**src/rtl/us_seq_pkg.sv**
```systemverilog
// Shared types and helpers for the ultrasonic burst sequencer.
package us_seq_pkg;

  typedef enum logic [2:0] {S_OFF, S_IDLE, S_TX, S_BLANK, S_RX} state_t;

  typedef enum logic [2:0] {
    CMD_NONE, CMD_OFF, CMD_ON, CMD_SEND, CMD_RECV, CMD_INC, CMD_DEC
  } cmd_t;

  // Collapse the command flags into one command: off > on > send > receive > increase > decrease.
  function automatic cmd_t decode_cmd(input logic valid, input logic off, input logic on,
                                      input logic send, input logic recv, input logic inc,
                                      input logic dec);
    if (!valid) return CMD_NONE;
    if (off)    return CMD_OFF;
    if (on)     return CMD_ON;
    if (send)   return CMD_SEND;
    if (recv)   return CMD_RECV;
    if (inc)    return CMD_INC;
    if (dec)    return CMD_DEC;
    return CMD_NONE;
  endfunction

  // a + b clamped to max.
  function automatic int unsigned sat_add(input int unsigned a, input int unsigned b,
                                          input int unsigned max);
    logic [32:0] sum;
    sum = 33'(a) + 33'(b);
    return (sum > 33'(max)) ? max : 32'(sum);
  endfunction

  // a - b clamped to 0.
  function automatic int unsigned sat_sub(input int unsigned a, input int unsigned b);
    return (a < b) ? 32'd0 : a - b;
  endfunction

endpackage

```
**src/rtl/us_burst_sequencer_if.sv**
```systemverilog
// Decoded command bus from the command decoder into the sequencer.
interface us_burst_sequencer_if #(
  parameter int unsigned AMOUNT_WIDTH = 8
);
  logic                    cmd_valid;
  logic                    cmd_on;
  logic                    cmd_off;
  logic                    cmd_increase;
  logic                    cmd_decrease;
  logic                    cmd_send;
  logic                    cmd_receive;
  logic [AMOUNT_WIDTH-1:0] cmd_amount;

  modport master (
    output cmd_valid, cmd_on, cmd_off, cmd_increase, cmd_decrease,
           cmd_send, cmd_receive, cmd_amount
  );

  modport slave (
    input cmd_valid, cmd_on, cmd_off, cmd_increase, cmd_decrease,
          cmd_send, cmd_receive, cmd_amount
  );
endinterface

```
**src/rtl/us_pulse_gen.sv**
```systemverilog
// TX burst generator: PULSES periods of HALF_PERIOD high / HALF_PERIOD low.
// tx_pulse rises on the same edge that samples start; done_c flags the last burst cycle.
module us_pulse_gen #(
  parameter int unsigned PULSES      = 8,
  parameter int unsigned HALF_PERIOD = 2
) (
  input  logic clk,
  input  logic rst_n,
  input  logic start,
  input  logic abort,
  output logic tx_pulse,
  output logic done_c
);
  localparam int unsigned HW = (HALF_PERIOD > 1) ? $clog2(HALF_PERIOD) : 1;
  localparam int unsigned PW = (PULSES > 1) ? $clog2(PULSES) : 1;
  localparam logic [HW-1:0] HALF_LAST  = HW'(HALF_PERIOD - 1);
  localparam logic [PW-1:0] PULSE_LAST = PW'(PULSES - 1);

  logic          active_q;
  logic [HW-1:0] half_q;
  logic [PW-1:0] pulse_q;

  // Final cycle of the low half of the final pulse.
  assign done_c = active_q && !tx_pulse && (half_q == HALF_LAST) && (pulse_q == PULSE_LAST);

  // Half-period and pulse counters; abort and reset clear the drive immediately.
  always_ff @(posedge clk) begin
    if (!rst_n || abort) begin
      active_q <= 1'b0;
      tx_pulse <= 1'b0;
      half_q   <= '0;
      pulse_q  <= '0;
    end else if (start) begin
      active_q <= 1'b1;
      tx_pulse <= 1'b1;
      half_q   <= '0;
      pulse_q  <= '0;
    end else if (active_q) begin
      if (half_q == HALF_LAST) begin
        half_q <= '0;
        if (tx_pulse) begin
          tx_pulse <= 1'b0;
        end else if (pulse_q == PULSE_LAST) begin
          active_q <= 1'b0;
        end else begin
          pulse_q  <= pulse_q + PW'(1);
          tx_pulse <= 1'b1;
        end
      end else begin
        half_q <= half_q + HW'(1);
      end
    end
  end
endmodule

```
**src/rtl/us_burst_sequencer.sv**
```systemverilog
// Ultrasonic burst sequencer: DAC level, TX burst, blanking, RX echo window.
// Optional feature macro: US_SEQ_RETRY_EN (retry timed-out sends with a stronger drive).
module us_burst_sequencer
  import us_seq_pkg::*;
#(
  parameter int unsigned AMOUNT_WIDTH = 8,
  parameter int unsigned TIME_WIDTH   = 16,
  parameter int unsigned PULSES       = 8,
  parameter int unsigned HALF_PERIOD  = 2,
  parameter int unsigned BLANK_CYCLES = 4,
  parameter int unsigned RX_TIMEOUT   = 200,
  parameter int unsigned MAX_RETRY    = 2,
  parameter int unsigned RETRY_STEP   = 16
) (
  input  logic                    clk,
  input  logic                    rst_n,
  us_burst_sequencer_if.slave     cmd_if,
  output logic [AMOUNT_WIDTH-1:0] dac_level,
  output logic                    dac_load,
  output logic                    tx_pulse,
  output logic                    rx_enable,
  input  logic                    echo_detect,
  output logic                    echo_valid,
  output logic [TIME_WIDTH-1:0]   echo_time,
  output logic                    timeout,
  output logic                    cmd_drop,
  output logic                    busy
);
  localparam int unsigned         DAC_MAX    = 2**AMOUNT_WIDTH - 1;
  localparam logic [TIME_WIDTH-1:0] BLANK_LAST = TIME_WIDTH'(BLANK_CYCLES - 1);
  localparam logic [TIME_WIDTH-1:0] RX_LAST    = TIME_WIDTH'(RX_TIMEOUT - 1);
  localparam state_t              TX_EXIT    = (BLANK_CYCLES == 0) ? S_RX : S_BLANK;

  cmd_t                    cmd_c;
  state_t                  state_q, state_d;
  logic [AMOUNT_WIDTH-1:0] amount_c, dac_d;
  logic [TIME_WIDTH-1:0]   timer_q, timer_d, echo_time_d;
  logic                    dac_load_d, echo_valid_d, timeout_d, cmd_drop_d;
  logic                    start_c, abort_c, done_c;

`ifdef US_SEQ_RETRY_EN
  localparam int unsigned RW = (MAX_RETRY > 0) ? $clog2(MAX_RETRY + 1) : 1;
  logic [RW-1:0] retry_q, retry_d;
  logic          from_send_q, from_send_d;
`endif

  assign amount_c = AMOUNT_WIDTH'(cmd_if.cmd_amount);
  assign cmd_c    = decode_cmd(cmd_if.cmd_valid, cmd_if.cmd_off, cmd_if.cmd_on, cmd_if.cmd_send,
                               cmd_if.cmd_receive, cmd_if.cmd_increase, cmd_if.cmd_decrease);

  us_pulse_gen #(
    .PULSES      (PULSES),
    .HALF_PERIOD (HALF_PERIOD)
  ) u_pulse_gen (
    .clk      (clk),
    .rst_n    (rst_n),
    .start    (start_c),
    .abort    (abort_c),
    .tx_pulse (tx_pulse),
    .done_c   (done_c)
  );

  // Next state, next DAC level, timer and one-cycle event pulses.
  always_comb begin
    state_d      = state_q;
    dac_d        = dac_level;
    dac_load_d   = 1'b0;
    echo_valid_d = 1'b0;
    echo_time_d  = echo_time;
    timeout_d    = 1'b0;
    cmd_drop_d   = 1'b0;
    timer_d      = timer_q;
    start_c      = 1'b0;
    abort_c      = 1'b0;
`ifdef US_SEQ_RETRY_EN
    retry_d      = retry_q;
    from_send_d  = from_send_q;
`endif
    case (state_q)
      S_OFF: begin
        case (cmd_c)
          CMD_ON: begin
            state_d    = S_IDLE;
            dac_d      = amount_c;
            dac_load_d = 1'b1;
          end
          CMD_OFF, CMD_NONE: ;
          default: cmd_drop_d = 1'b1;
        endcase
      end
      S_IDLE: begin
        case (cmd_c)
          CMD_OFF: begin
            state_d = S_OFF;
            dac_d   = '0;
          end
          CMD_ON:  dac_d = amount_c;
          CMD_INC: dac_d = AMOUNT_WIDTH'(sat_add(32'(dac_level), 32'(amount_c), DAC_MAX));
          CMD_DEC: dac_d = AMOUNT_WIDTH'(sat_sub(32'(dac_level), 32'(amount_c)));
          CMD_SEND: begin
            state_d = S_TX;
            start_c = 1'b1;
`ifdef US_SEQ_RETRY_EN
            from_send_d = 1'b1;
`endif
          end
          CMD_RECV: begin
            state_d = S_RX;
            timer_d = '0;
`ifdef US_SEQ_RETRY_EN
            from_send_d = 1'b0;
`endif
          end
          default: ;
        endcase
      end
      default: begin
        if (cmd_c == CMD_OFF) begin
          // Abort the measurement; no echo or timeout is reported.
          state_d = S_OFF;
          dac_d   = '0;
          abort_c = 1'b1;
        end else begin
          cmd_drop_d = (cmd_c != CMD_NONE);
          case (state_q)
            S_TX: begin
              if (done_c) begin
                state_d = TX_EXIT;
                timer_d = '0;
              end
            end
            S_BLANK: begin
              if (timer_q == BLANK_LAST) begin
                state_d = S_RX;
                timer_d = '0;
              end else begin
                timer_d = timer_q + TIME_WIDTH'(1);
              end
            end
            S_RX: begin
              if (echo_detect) begin
                echo_valid_d = 1'b1;
                echo_time_d  = timer_q;
                state_d      = S_IDLE;
              end else if (timer_q == RX_LAST) begin
`ifdef US_SEQ_RETRY_EN
                if (from_send_q && (retry_q < RW'(MAX_RETRY))) begin
                  dac_d   = AMOUNT_WIDTH'(sat_add(32'(dac_level), RETRY_STEP, DAC_MAX));
                  retry_d = retry_q + RW'(1);
                  state_d = S_TX;
                  start_c = 1'b1;
                end else begin
                  timeout_d = 1'b1;
                  state_d   = S_IDLE;
                end
`else
                timeout_d = 1'b1;
                state_d   = S_IDLE;
`endif
              end else begin
                timer_d = timer_q + TIME_WIDTH'(1);
              end
            end
            default: ;
          endcase
        end
      end
    endcase
`ifdef US_SEQ_RETRY_EN
    if (state_d == S_IDLE || state_d == S_OFF) retry_d = '0;
`endif
    dac_load_d = dac_load_d | (dac_d != dac_level);
  end

  // State and registered outputs.
  always_ff @(posedge clk) begin
    if (!rst_n) begin
      state_q    <= S_OFF;
      timer_q    <= '0;
      dac_level  <= '0;
      dac_load   <= 1'b0;
      rx_enable  <= 1'b0;
      echo_valid <= 1'b0;
      echo_time  <= '0;
      timeout    <= 1'b0;
      cmd_drop   <= 1'b0;
      busy       <= 1'b0;
    end else begin
      state_q    <= state_d;
      timer_q    <= timer_d;
      dac_level  <= dac_d;
      dac_load   <= dac_load_d;
      rx_enable  <= (state_d == S_RX);
      echo_valid <= echo_valid_d;
      echo_time  <= echo_time_d;
      timeout    <= timeout_d;
      cmd_drop   <= cmd_drop_d;
      busy       <= (state_d == S_TX) || (state_d == S_BLANK) || (state_d == S_RX);
    end
  end

`ifdef US_SEQ_RETRY_EN
  // Retry bookkeeping for send-initiated measurements.
  always_ff @(posedge clk) begin
    if (!rst_n) begin
      retry_q     <= '0;
      from_send_q <= 1'b0;
    end else begin
      retry_q     <= retry_d;
      from_send_q <= from_send_d;
    end
  end
`endif
endmodule

```
**src/flat_wrapper.sv**
```systemverilog
// flat-port wrapper written by rule: the top's interface ports become plain ports
module us_burst_sequencer_flat import us_seq_pkg::*;
#(
  parameter int unsigned AMOUNT_WIDTH = 8,
  parameter int unsigned TIME_WIDTH   = 16,
  parameter int unsigned PULSES       = 8,
  parameter int unsigned HALF_PERIOD  = 2,
  parameter int unsigned BLANK_CYCLES = 4,
  parameter int unsigned RX_TIMEOUT   = 200,
  parameter int unsigned MAX_RETRY    = 2,
  parameter int unsigned RETRY_STEP   = 16
)
  (clk, rst_n, dac_level, dac_load, tx_pulse, rx_enable, echo_detect, echo_valid, echo_time, timeout, cmd_drop, busy, cmd_if_cmd_valid, cmd_if_cmd_on, cmd_if_cmd_off, cmd_if_cmd_increase, cmd_if_cmd_decrease, cmd_if_cmd_send, cmd_if_cmd_receive, cmd_if_cmd_amount);
  us_burst_sequencer_if #(.AMOUNT_WIDTH(AMOUNT_WIDTH)) cmd_if_i ();
  input  logic clk;
  input  logic rst_n;
  output logic [AMOUNT_WIDTH-1:0] dac_level;
  output logic dac_load;
  output logic tx_pulse;
  output logic rx_enable;
  input  logic echo_detect;
  output logic echo_valid;
  output logic [TIME_WIDTH-1:0] echo_time;
  output logic timeout;
  output logic cmd_drop;
  output logic busy;
  input wire logic [$bits(cmd_if_i.cmd_valid)-1:0] cmd_if_cmd_valid;
  input wire logic [$bits(cmd_if_i.cmd_on)-1:0] cmd_if_cmd_on;
  input wire logic [$bits(cmd_if_i.cmd_off)-1:0] cmd_if_cmd_off;
  input wire logic [$bits(cmd_if_i.cmd_increase)-1:0] cmd_if_cmd_increase;
  input wire logic [$bits(cmd_if_i.cmd_decrease)-1:0] cmd_if_cmd_decrease;
  input wire logic [$bits(cmd_if_i.cmd_send)-1:0] cmd_if_cmd_send;
  input wire logic [$bits(cmd_if_i.cmd_receive)-1:0] cmd_if_cmd_receive;
  input wire logic [$bits(cmd_if_i.cmd_amount)-1:0] cmd_if_cmd_amount;
  assign cmd_if_i.cmd_valid = cmd_if_cmd_valid;
  assign cmd_if_i.cmd_on = cmd_if_cmd_on;
  assign cmd_if_i.cmd_off = cmd_if_cmd_off;
  assign cmd_if_i.cmd_increase = cmd_if_cmd_increase;
  assign cmd_if_i.cmd_decrease = cmd_if_cmd_decrease;
  assign cmd_if_i.cmd_send = cmd_if_cmd_send;
  assign cmd_if_i.cmd_receive = cmd_if_cmd_receive;
  assign cmd_if_i.cmd_amount = cmd_if_cmd_amount;
  us_burst_sequencer #(.AMOUNT_WIDTH(AMOUNT_WIDTH), .TIME_WIDTH(TIME_WIDTH), .PULSES(PULSES), .HALF_PERIOD(HALF_PERIOD), .BLANK_CYCLES(BLANK_CYCLES), .RX_TIMEOUT(RX_TIMEOUT), .MAX_RETRY(MAX_RETRY), .RETRY_STEP(RETRY_STEP)) u_core (.clk(clk), .rst_n(rst_n), .cmd_if(cmd_if_i), .dac_level(dac_level), .dac_load(dac_load), .tx_pulse(tx_pulse), .rx_enable(rx_enable), .echo_detect(echo_detect), .echo_valid(echo_valid), .echo_time(echo_time), .timeout(timeout), .cmd_drop(cmd_drop), .busy(busy));
endmodule
```
**config.mk**
```make
export PLATFORM = sky130hd
export DESIGN_NAME = us_burst_sequencer_flat
export DESIGN_NICKNAME = d
export VERILOG_FILES = /design/src/rtl/us_seq_pkg.sv /design/src/rtl/us_burst_sequencer_if.sv /design/src/rtl/us_pulse_gen.sv /design/src/rtl/us_burst_sequencer.sv /design/src/flat_wrapper.sv
export SDC_FILE = /design/constraint.sdc
export NUM_CORES = 1
export LEC_CHECK = 0
export CORE_ASPECT_RATIO = 1.5
export CORE_MARGIN = 5
export CORE_UTILIZATION = 37
export DETAILED_ROUTE_END_ITERATION = 7
export GPL_ROUTABILITY_DRIVEN = 0
export SLEW_MARGIN = 20
export SYNTH_ARGS = -nofsm -noshare
export SYNTH_HDL_FRONTEND = slang
export SYNTH_SLANG_ARGS = --single-unit
```
**constraint.sdc**
```tcl
create_clock -name clk -period 2.9 [get_ports clk]
set_input_delay 0.58 -clock clk [delete_from_list [all_inputs] [get_ports clk]]
set_output_delay 0.58 -clock clk [all_outputs]
set_load 0.01 [all_outputs]
```
=== Word-level counts from Yosys, hierarchy flattened ===
Cells that the tools add are included.

* Register bits after elaboration: 55
* Bits of input ports: 18
* Word-level logic and storage cells: 162

* Add/sub/neg operators: 5
* $lt $le $gt $ge: 2
* Equal/unequal tests: 22
* Mux-type cells: 88
* Bitwise operators: 8
* Reductions and logical operators: 23

{| class="wikitable"
|+ Operators with widths
! kind !! number
|-
| 2-to-1 mux 16 bit || 6
|-
| 2-to-1 mux 3 bit || 23
|-
| one-hot mux 16 bit (3 select lines) || 1
|-
| 2-to-1 mux 1 bit || 47
|-
| 2-to-1 mux 8 bit || 4
|-
| one-hot mux 16 bit (2 select lines) || 1
|-
| one-hot mux 8 bit (4 select lines) || 1
|-
| == test 3 x 2 -> 1 bit (second input constant) || 6
|-
| == test 3 bit (second input constant) || 6
|-
| one-hot mux 3 bit (3 select lines) || 2
|-
| adder 16 x 1 -> 16 bit (second input constant) || 1
|-
| == test 16 x 2 -> 1 bit (second input constant) || 1
|-
| == test 16 x 8 -> 1 bit (second input constant) || 1
|-
| one-hot mux 8 bit (2 select lines) || 1
|-
| adder 8 x 8 -> 9 bit || 1
|-
| greater-than comparator 9 x 8 -> 1 bit (second input constant) || 1
|-
| < comparator 8 bit || 1
|-
| inequality test 8 bit || 1
|-
| AND reduction 4 bit || 2
|-
| subtractor 8 bit || 1
|-
| inverter 1 bit || 7
|-
| AND reduction 7 bit || 1
|-
| == test 3 x 1 -> 1 bit (second input constant) || 2
|-
| zero test 3 bit || 2
|-
| 19 further kinds || 28
|}

=== Depth between registers and ports, before layout ===
* Word-level depth: 35
* Gate-level depth with buffers: 15
* Depth with buffers taken out: 13

=== By module ===
From an unflattened synthesis, not the netlist that was laid out.

* Cells, all modules: 486
* Area, all modules: 3991.3 um^2

{| class="wikitable"
|+ By module, submodules not included
! module !! instances !! cells each !! area each (um^2) !! seq. area each (um^2)
|-
| us_burst_sequencer || 1 || 457 || 3661.0 || 980.9
|-
| us_pulse_gen || 1 || 29 || 330.3 || 120.1
|}

=== Worst setup path before layout ===
OpenSTA, ideal clock, no wires.

* Path kind: input -> register
* From: input cmd_if_cmd_receive
* To: register u_core.dac_load
* Library setup time: 125 ps
* Arrival time: 2719 ps
* Setup slack: 56 ps
* Stages on the path: 13
* Buffers on the path: 1
* Cell sequence: inv_1 a21oi_1 nor2_1 o21ai_0 ha_1 clkbuf_1 nand2_1 nor2_1 a221o_1 a32oi_1 o211a_1 o211ai_1 o41a_1

* Word-level cells in the longest chain between the ends: 15
* Elaborated cells between the ends (all ways): 27

{| class="wikitable"
|+ Ends and longest elaborated chain
! what !! RTL line !! RTL
|-
| start, declared || flat_wrapper.sv:33 || <nowiki>input wire logic [$bits(cmd_if_i.cmd_receive)-1:0] cmd_if_cmd_receive;</nowiki>
|-
| 2-to-1 mux 3 bit / 2-to-1 mux 1 bit (equally long branches) || us_seq_pkg.sv:18 || <nowiki>if (recv) return CMD_RECV;</nowiki>
|-
| 2-to-1 mux 3 bit / 2-to-1 mux 1 bit (equally long branches) || us_seq_pkg.sv:19, us_seq_pkg.sv:18 ||
|-
| 2-to-1 mux 3 bit / 2-to-1 mux 1 bit (equally long branches) || us_seq_pkg.sv:20, us_seq_pkg.sv:17 ||
|-
| 2-to-1 mux 3 bit / 2-to-1 mux 1 bit (equally long branches) || us_seq_pkg.sv:21, us_seq_pkg.sv:16 ||
|-
| 2-to-1 mux 3 bit / 2-to-1 mux 1 bit (equally long branches) || us_seq_pkg.sv:20, us_seq_pkg.sv:15 ||
|-
| 2-to-1 mux 3 bit * || us_seq_pkg.sv:19 || <nowiki>if (inc) return CMD_INC;</nowiki>
|-
| 2-to-1 mux 3 bit * || us_seq_pkg.sv:18 ||
|-
| 2-to-1 mux 3 bit * || us_seq_pkg.sv:17 || <nowiki>if (send) return CMD_SEND;</nowiki>
|-
| 2-to-1 mux 3 bit * || us_seq_pkg.sv:16 || <nowiki>if (on) return CMD_ON;</nowiki>
|-
| 2-to-1 mux 3 bit * || us_seq_pkg.sv:15 || <nowiki>if (off) return CMD_OFF;</nowiki>
|-
| == test 3 bit, or another cell as far along || us_burst_sequencer.sv:92 || <nowiki>case (cmd_c)</nowiki>
|-
| one-hot mux 8 bit (4 select lines), or another cell as far along || us_burst_sequencer.sv:92 ||
|-
| one-hot mux 8 bit (2 select lines) || us_burst_sequencer.sv:79 || <nowiki>case (state_q)</nowiki>
|-
| inequality test 8 bit || us_burst_sequencer.sv:172 || <nowiki>dac_load_d = dac_load_d | (dac_d != dac_level);</nowiki>
|-
| bitwise OR 1 bit * || us_burst_sequencer.sv:172 ||
|-
| end signal, assigned || us_burst_sequencer.sv:192 || <nowiki>dac_load <= dac_load_d;</nowiki>
|-
| end, declared || us_burst_sequencer.sv:19 || <nowiki>output logic dac_load,</nowiki>
|}

Every way passes the cells marked *; elsewhere a longest branch is shown, timed or not. The select of a mux whose other input is x is not followed.
A chain may end at the register's enable or synchronous reset.

=== Worst setup path in the final report ===
* From: input cmd_if_cmd_send
* To: register u_core.dac_load

* Word-level cells in the longest chain between the ends: 16
* Elaborated cells between the ends (all ways): 27

{| class="wikitable"
|+ Ends and longest elaborated chain
! what !! RTL line !! RTL
|-
| start, declared || flat_wrapper.sv:32 || <nowiki>input wire logic [$bits(cmd_if_i.cmd_send)-1:0] cmd_if_cmd_send;</nowiki>
|-
| 2-to-1 mux 3 bit || us_seq_pkg.sv:17 ||
|-
| 2-to-1 mux 3 bit || us_seq_pkg.sv:18 ||
|-
| 2-to-1 mux 3 bit || us_seq_pkg.sv:19 ||
|-
| 2-to-1 mux 3 bit || us_seq_pkg.sv:20 || <nowiki>if (dec) return CMD_DEC;</nowiki>
|-
| 2-to-1 mux 3 bit || us_seq_pkg.sv:21 || <nowiki>return CMD_NONE;</nowiki>
|-
| 2-to-1 mux 3 bit || us_seq_pkg.sv:20 ||
|-
| 2-to-1 mux 3 bit || us_seq_pkg.sv:19 ||
|-
| 2-to-1 mux 3 bit * || us_seq_pkg.sv:18 ||
|-
| 2-to-1 mux 3 bit * || us_seq_pkg.sv:17 ||
|-
| 2-to-1 mux 3 bit * || us_seq_pkg.sv:16 ||
|-
| 2-to-1 mux 3 bit * || us_seq_pkg.sv:15 ||
|-
| == test 3 bit, or another cell as far along || us_burst_sequencer.sv:92 ||
|-
| one-hot mux 8 bit (4 select lines), or another cell as far along || us_burst_sequencer.sv:92 ||
|-
| one-hot mux 8 bit (2 select lines) || us_burst_sequencer.sv:79 ||
|-
| inequality test 8 bit || us_burst_sequencer.sv:172 ||
|-
| bitwise OR 1 bit * || us_burst_sequencer.sv:172 ||
|}

Marked as above.

==> summary.md <==
| Metric | Value |
|---|---|
| Outcome | `finished, final reports clean` |
| # diodes | `0` |
| Vias in the first global route | `between 4,000 and 5,000` |
| Clock buffer depth | `2` |
| DRC viols | `0` |
| Post-Route WL | `around 15,000 µm` |
| Max H-tree Level | `2` |
| Register area share after synthesis | `between 20 and 30%` |
| Vias per cell | `about 5.6` |
| Fin. max-slew vios | `0` |
| RSZ-0062 raised after global routing | `true` |
| CP Capture Type | `flip-flop` |
| Post-Syn Area | `3970 µm²` |
| Min-delay worst type | `reg -> reg` |
| Reg2reg path depth | `14` |
| Largest net degree at the start of global routing | `27` |
| Top cells by area, synth | `dfxtp_1 (28%), ha_1 (7.3%), nand2_1 (6.6%), a21oi_1 (6.6%), nor2_1 (5.9%)` |
| Clock transition at path regs | `0.07 ns` |
| First-pass GRT wire length | `around 24,000 µm` |
| Worst-Margin Slew | `0.577 ns` |
| Share of the synthesized area in the top cell type | `between 20% and 30%` |
| Die Span Y | `approximately 140 µm` |
| CP Class | `in -> reg` |
| Post-DP Area | `between 5000 and 6000 µm²` |
| Cts hold-fix bufs | `0` |
| Post-route ant nets | `0` |
| Nets@finish | `approximately 750` |
| Startpoint types | `input pin` |
| Pwr Total | `a little over 2 mW` |
| Initial antenna violation count | `0` |
| All-layer global routing usage | `a little under a quarter` |
| Post-synth cell types | `67` |
| Total congestion overflow | `0` |
| Flops & latches, synth | `between 50 and 60` |
| Endpoints failing hold | `0` |
| Fin crit period | `roughly 2.9 ns` |
| Setup violations, final | `0` |
| Setup Skew | `~0.0038 ns` |
| Final period utilization | `a little over nine tenths` |
| Initial Util | `approximately 38%` |
| Floorplan row count | `46` |
| Synthesized net count | `577` |
| Maximum VDD drop | `0.000377 V` |
| FMAX | `approximately 0.35 GHz` |
| Gate Count Post-Synth | `approximately 530` |
| Post-DR wirelength/cell | `~18 µm` |
| DP HPWL | `roughly 11,000 µm` |
| Slew HR | `61.2%` |
| Main synth FF type | `dfxtp_1` |
| I/O pin count | `roughly 50` |
| Drt first pass iters | `5` |
| Synth warn | `0` |
| Worst path arrival time | `3.05 ns` |
| DR iter-0 viols | `between 200 and 300` |
| Area grow syn2layout | `54.4%` |
| CTS Sinks | `55` |
| Layout cell share with drive strength beyond 1 | `between 30 and 40%` |
| Total vias in the final route | `roughly 4,800` |
| Number of buffers created by CTS | `5` |
| Static leakage | `around 2.5 nW` |
| Core area | `10,500 µm²` |
| Mean Syn Cell Area | `7.43 µm²` |
| Setup TNS | `0 ns` |
| Root Driver | `clkbuf_16` |
| CTS tree | `done` |
| Max Cap Violations | `0` |
| Hold Path Depth | `2` |
| Clk Latency, worst-skew pair | `0.30 ns` |
| Synth area leader | `dfxtp_1` |
| Die area | `around 13,000 µm²` |
| Port Buf Inserts | `48` |
| Worst-path maximum fanout | `7` |
| Fin area | `around 6000 µm²` |
| Asr flop ratio synth | `0%` |
| Pwr/cell area | `329 nW/µm²` |
| Die width | `approximately 95 µm` |
| Post-synth EDFFs | `0` |
| Worst EP required | `3.08 ns` |
where the power goes:
| group | total, mW | internal (mW) | switching (mW) |
|---|---|---|---|
| Sequential | 0.782 | 0.766 | 0.0154 |
| Combinational | 0.617 | 0.302 | 0.315 |
| Clock | 0.616 | 0.325 | 0.291 |
| Total | 2.01 | 1.39 | 0.622 |
worst paths after layout:
path | from | slack (ns) | endpoint
max reg2reg | u_core.dac_level[0] | 0.10 | u_core.dac_load
min | u_core.echo_time[1] | 0.46 | u_core.echo_time[1]
min reg2reg | u_core.echo_time[1] | 0.46 | u_core.echo_time[1]
max | cmd_if_cmd_send | 0.03 | u_core.dac_load
final cells by class:
cell class	instances	area [µm²]
inverter	24	90.1
multi-input combinational	430	3040
fill	977	4410
clock inverter	2	16.3
tap	144	180
timing repair buffer	187	1560
clock buffer	6	129
sequential	55	1100
synthesized netlist by cell type, types with 3 or more instances:
cell       n
inv_1     23
o21ai_0   24
xnor2_1   14
o211ai_1   5
clkbuf_1  19
and2_1     3
dfxtp_1   55
a21o_1     4
a21oi_1   52
buf_2      5
a32oi_1    4
a31oi_1    9
and3_1     5
nor4_1     6
mux2i_1    6
nor3_1    10
nand2b_1   8
ha_1      23
nand4_1    6
o221ai_1   3
nor2b_1    7
nand3b_1   4
nand2_1   70
a22oi_1    4
a211oi_1   5
o31ai_1    6
nand3_1   21
xor2_1    11
o21ai_1   11
nor2_1    62
or3_1      3
worst max-delay path, stage by stage:
cell           delay, ns
dlygate4sd2_1       0.26
buf_4               0.15
or4b_4              0.60
nor2_8              0.19
nand3b_1            0.10
a31oi_1             0.18
a311o_1             0.22
buf_4               0.14
o211a_1             0.16
o211ai_1            0.08
o41a_1              0.40
repair_timing:
action	4_1_cts	5_1_grt
endpoints found under the hold margin	0	0
resized for setup	80	33
pin swaps	41	17
setup endpoints to repair	23	10
setup buffers	12	6
per-stage QoR:
stage                     setup slack (ns)  util [%]  std cells  hold WS [ns]
after detailed placement            -0.702      51.9        823         0.449
after CTS                          0.00234      56.8        842         0.461
final                               0.0310      58.1        848         0.457
after global placement              -0.646      51.9        823         0.445
after floorplan                     0.0556         -        534         0.457
after global routing              -0.00492      58.1        848         0.481
kinds of logic (layout without fill, tap and decap cells):
logic type	after synthesis	after routing	synth area share (%)
simple gates	220	220	27.1
compound gates	153	153	24.7
flops	55	55	27.8
buf+inv	49	219	4.89
fa+ha+maj	25	25	8.27
xor+xnor	25	25	5.52
mux	7	7	1.80
state kept, by name (all words and copies together) (netlist names), 3 cells and up:
signal	flops
u_core.dac_level	8
u_core.echo_time	16
u_core.state_q	3
u_core.timer_q	16
u_core.u_pulse_gen.pulse_q	3
routing by layer:
metal	global-route usage, %	share of wire (%)	vias up	wire, µm
met3	2.97	4.1	68	609
met1	23.5	36	2271	5410
met4	15.0	6.2	0	929
met2	45.1	54	182	8050
met5	0	0	-	0
li1	-	-	2244	-
cell usage in the layout, fill, tap and decap left out, types with 8 or more instances in the layout:
cell / n
o21ai_1: 13
inv_2: 8
nand3_1: 19
a21oi_2: 8
nor2_1: 58
ha_1: 10
xor2_1: 11
clkdlybuf4s50_1: 33
xnor2_1: 14
dlygate4sd2_1: 8
o21ai_0: 17
dfxtp_1: 53
nand2_1: 66
inv_1: 15
a21oi_1: 44
buf_4: 134
(Power assumes the default switching activity.)
